--- config.mk ---
export PLATFORM = sky130hd
export DESIGN_NAME = bcd_to_bin_seq
export DESIGN_NICKNAME = d
export VERILOG_FILES = /design/src/rtl/bcd_to_bin_seq.sv
export SDC_FILE = /design/constraint.sdc
export NUM_CORES = 1
export LEC_CHECK = 0
export ABC_AREA = 1
export CAP_MARGIN = 10
export CORE_ASPECT_RATIO = 0.8
export CORE_MARGIN = 8
export CORE_UTILIZATION = 49
export DETAILED_ROUTE_END_ITERATION = 8
export GPL_TIMING_DRIVEN = 0
export PLACE_DENSITY = 0.76
export REMOVE_ABC_BUFFERS = 1
export SLEW_MARGIN = 30
export SYNTH_ARGS = -nofsm -noshare
export SYNTH_HDL_FRONTEND = slang
export SYNTH_SLANG_ARGS = --single-unit
--- constraint.sdc ---
create_clock -name clk -period 1.3 [get_ports clk]
set_input_delay 0.195 -clock clk [delete_from_list [all_inputs] [get_ports clk]]
set_output_delay 0.195 -clock clk [all_outputs]
set_load 0.03 [all_outputs]
--- src/rtl/bcd_to_bin_seq.sv ---
// Iterative reverse double-dabble: packed BCD (plus decimal carry) to unsigned binary,
// one bit per clock, with a start/busy/done handshake.
module bcd_to_bin_seq #(
  parameter int DIGITS = 3,
  parameter int BIN_W  = 11
) (
  input  logic                clk,
  input  logic                rst,
  input  logic                start,
  input  logic [4*DIGITS-1:0] bcd_in,
  input  logic                thou_in,
  output logic                busy,
  output logic                done,
  output logic                invalid,
  output logic [BIN_W-1:0]    bin_out
);

  localparam int WW = 4 * (DIGITS + 1);
  localparam int CW = (BIN_W > 2) ? $clog2(BIN_W) : 1;
  localparam logic [CW-1:0] LAST_STEP = CW'(BIN_W - 1);

  typedef enum logic [1:0] {
    S_IDLE,
    S_LOAD,
    S_SHIFT,
    S_FIN
  } state_t;

  state_t            r_state;
  state_t            w_next;
  logic [WW-1:0]     r_work;
  logic [BIN_W-1:0]  r_acc;
  logic [CW-1:0]     r_step;
  logic              r_bad;
  logic              r_invalid;
  logic [BIN_W-1:0]  r_bin;

  logic [WW-1:0]     w_shift_work;
  logic [WW-1:0]     w_adj_work;
  logic [BIN_W-1:0]  w_shift_acc;
  logic [DIGITS-1:0] w_nib_bad;
  logic              w_bad;

  assign w_shift_work = r_work >> 1;
  assign w_shift_acc  = {r_work[0], r_acc[BIN_W-1:1]};

  // After the shift, a BCD nibble worth >= 8 has absorbed a bit that should have
  // carried 5 into the lower digit; subtracting 3 restores the decimal weight.
  genvar gi;
  generate
    for (gi = 0; gi < DIGITS + 1; gi++) begin : g_adj
      assign w_adj_work[4*gi +: 4] = (w_shift_work[4*gi +: 4] >= 4'd8) ?
                                     (w_shift_work[4*gi +: 4] - 4'd3) :
                                      w_shift_work[4*gi +: 4];
    end
    for (gi = 0; gi < DIGITS; gi++) begin : g_chk
      assign w_nib_bad[gi] = (bcd_in[4*gi +: 4] > 4'd9);
    end
  endgenerate

  assign w_bad = |w_nib_bad;

  always_comb begin
    w_next = r_state;
    busy   = 1'b0;
    done   = 1'b0;
    case (r_state)
      S_IDLE:  if (start) w_next = S_LOAD;
      S_LOAD: begin
        busy   = 1'b1;
        w_next = r_bad ? S_FIN : S_SHIFT;
      end
      S_SHIFT: begin
        busy = 1'b1;
        if (r_step == LAST_STEP) w_next = S_FIN;
      end
      S_FIN: begin
        done   = 1'b1;
        w_next = S_IDLE;
      end
      default: w_next = S_IDLE;
    endcase
  end

  always_ff @(posedge clk) begin
    if (rst) begin
      r_state   <= S_IDLE;
      r_work    <= '0;
      r_acc     <= '0;
      r_step    <= '0;
      r_bad     <= 1'b0;
      r_invalid <= 1'b0;
      r_bin     <= '0;
    end else begin
      r_state <= w_next;
      case (r_state)
        S_IDLE: begin
          if (start) begin
            r_work <= {3'b000, thou_in, bcd_in};
            r_acc  <= '0;
            r_step <= '0;
            r_bad  <= w_bad;
          end
        end
        S_LOAD: begin
          if (r_bad) begin
            r_bin     <= '0;
            r_invalid <= 1'b1;
          end
        end
        S_SHIFT: begin
          r_work <= w_adj_work;
          r_acc  <= w_shift_acc;
          r_step <= r_step + 1'b1;
          // Last shift lands directly in the output register on the edge into FIN.
          if (r_step == LAST_STEP) begin
            r_bin     <= w_shift_acc;
            r_invalid <= 1'b0;
          end
        end
        default: ;
      endcase
    end
  end

  assign invalid = r_invalid;
  assign bin_out = r_bin;

endmodule

==> results_dict.tcl <==
set metrics [dict create \
    worst_pin_slew_ns 0.667 \
    netlist_area_um2 2140 \
    syn_area_per_cell_um2 6.76 \
    clock-sinks 42 \
    rsz0062_at_grt "true" \
    holdPathStages 3 \
    worst-path-buf-inv 3 \
    rows 21 \
    power_frac_seq 0.266 \
    yosys_register_bits 42 \
    status "finished, violations left" \
    clockBufferDepth 2 \
    required_ns 1.53 \
    final_cell_mix "75 x nand2_1, 39 x dfxtp_1, 33 x nor2_1" \
    fmax_mhz 699 \
    synth_top_cells_by_area "dfxtp_1 39%, nand2_1 15%, a21oi_1 9.6%" \
    start_kind "flop" \
    cp_max_fo 7 \
    via_per_inst 5.43 \
    die-width_um 89.8 \
    combPwrFrac 0.567 \
    final_common_cell "nand2_1" \
    hold-path-endpoint "r_work[12]" \
    arrival_ns 1.66 \
    nNetsFinal 387 \
    gp_congestion 0.759 \
    dp.final_hpwl_um 3070 \
    grt_antenna_before_repair 0 \
    crit_chain "inv_4 -> ha_4 -> inv_8 -> buf_4 -> nand2_8 -> nand2_8 -> nor2_4 -> nand2_1 -> a21oi_2" \
    area_growth_pct 44.7 \
    die_area_um2 6740 \
    crit_path_top_delay_cell "dfxtp_4" \
    cap_violations 0 \
    grt_usage 0.177 \
    start_util 0.512 \
    die_h_um 75.1 \
    crit_family "simple AND/OR/NAND/NOR gates" \
    grt_pass1_vias 1969 \
    ios 30 \
    min_from "thou_in" \
    violations "setup timing" \
    r2r_setup_slack_ns -0.13 \
    clk_latency_ns 0.31 \
    cts-buffers-inserted 5 \
    hold_viol_final 0 \
    wire_per_inst_um 16.2 \
    r2r-start "r_state[0]" \
    slew-limit-headroom 0.555 \
    vias 2263 \
    synth.distinct_cells 21 \
    n_antenna_cell 0 \
    p_leak_nw 1.29 \
    cts_root_buf "clkbuf_8" \
    core_um2 4180 \
    synth_warnings 0 \
    path_common_cell "nand2_8" \
    grt_pass1_wl_um 9670 \
    fin_cells 417 \
    hold_class "in2reg" \
    seq_area_frac_synth 0.393 \
    place.port_buffers 29 \
    finalSetupViolCount 40 \
    final.setup_skew_ns 0.00812 \
    ant_nets 0 \
    synth_top_cell_by_area "dfxtp_1" \
    grt_remaining_overflow 0 \
    dp_cells 390 \
    powerDensity_nw_per_um2 2480 \
    critPathMaxStageDelay_ns 0.37 \
    synthCells 316 \
    switching_power_mw 3.67 \
    ir_drop_mv 2.33 \
    grt_max_degree 24 \
    yosysTopAreaCellShare 0.393 \
    switching_share 0.477 \
    drive_gt1_frac 0.256 \
    setup_ws_ns -0.131 \
    routed_wl_um 6740 \
    rr_worst_depth 9 \
    path_clk_slew_ns 0.09 \
    clkPwrFrac 0.167 \
    layout_min_cycle_time_ns 1.43 \
    crit_type "reg2reg" \
    r2r-end "r_work[2]" \
    slew_viol_final 0 \
    drt_pass1_iterations 5 \
    first_iter_violations 186 \
    worstSetupEndpointType "flop" \
    internal_power_mw 4.02 \
    htree_levels 2 \
    fin_tns_setup_ns -3.16 \
    drc 0 \
    fin_crit_sh 1.10 \
    cts_tree "yes" \
]
stage by stage:
stage | cell area [µm²] | hold slack (ns) | power, mW | setup WS [ns] | util
3_3_place_gp | 2410 | 0.449 | 4.60 | -1.18 | 0.578
2_1_floorplan | 2050 | 0.264 | 3.79 | -0.549 | -
3_5_place_dp | 2420 | 0.454 | 4.65 | -0.896 | 0.579
5_1_grt | 3090 | 0.469 | 8.07 | -0.198 | 0.740
6_report | 3090 | 0.445 | 7.68 | -0.131 | 0.740
4_1_cts | 2920 | 0.456 | 6.99 | -0.0792 | 0.699
worst reg2reg max path, cell delays in order (launching register included):
cell and delay, ns:
dfxtp_4 0.37, inv_4 0.08, ha_4 0.21, inv_8 0.05, buf_4 0.15, nand2_8 0.10
nand2_8 0.11, nor2_4 0.09, nand2_1 0.07, a21oi_2 0.12
power groups by stage:
stage / clock (mW) / sequential, mW / combinational [mW]
final: 1.28 / 2.04 / 4.36
after global routing: 1.31 / 2.09 / 4.67
after CTS: 1.26 / 2.00 / 3.74
after detailed placement: 0 / 1.98 / 2.66
after global placement: 0 / 1.97 / 2.63
after floorplan: 0 / 2.24 / 1.55
worst max path at each step:
stage                           from    endpoint  cells past startpoint
after global routing      r_state[0]    r_acc[7]                      8
after global placement    r_state[0]   r_work[5]                      7
after detailed placement         rst  bin_out[8]                      4
after floorplan           r_state[0]   r_work[5]                      7
final                     r_state[0]   r_work[2]                      9
after CTS                 r_state[0]  bin_out[7]                      7
layout make-up:
cell class                      count  area [µm²]
Clock buffer                        5        68.8
Clock inverter                      3        68.8
Fill cell                         314        1080
Inverter                           38         171
Multi-Input combinational cell    228        1450
Sequential cell                    42         850
Tap cell                           57        71.3
Timing Repair Buffer               43         403
Timing Repair inverter              1        8.76
state kept, by name, summed over array words and instances (netlist names):
register	count
bin_out	11
r_work	13
r_state	2
r_bad	1
invalid	1
r_acc	10
r_step	4
cell usage after synthesis:
cell type and count:
a31oi_1 1, clkbuf_1 2, a21oi_1 41, o21ai_2 1, nand2_1 86, inv_4 1, buf_2 4, buf_6 4
a211oi_1 1, inv_2 1, buf_4 1, xor2_1 1, o21ai_1 7, nand3_1 12, o21ai_0 18, nor2_1 41
ha_1 12, nand2_2 3, inv_1 36, dfxtp_1 42, buf_1 1
timing repair:
action	4_1_cts	5_1_grt
buffers inserted	12	2
hold buffers	0	0
pin swaps	14	15
cloned	5	0
gates resized for setup	96	41
endpoints found under the setup margin	56	43
kinds of logic after synthesis:
group,count (synthesis),synth area share
buffers and inverters,50,0.107
and+or+nand+nor,142,0.260
DFF,42,0.393
xor gates and xnor gates,1,0.00410
AOI/OAI and AO/OA,69,0.165
adders and majority gates,12,0.0703
per-layer routing:
layer	global-route usage	share of wire	vias up
met5	0	0	-
met4	0.0617	0.023	0
met3	0.0408	0.072	24
met2	0.296	0.48	102
met1	0.222	0.42	1048
li1	-	-	1089
(Power assumes the default switching activity.)
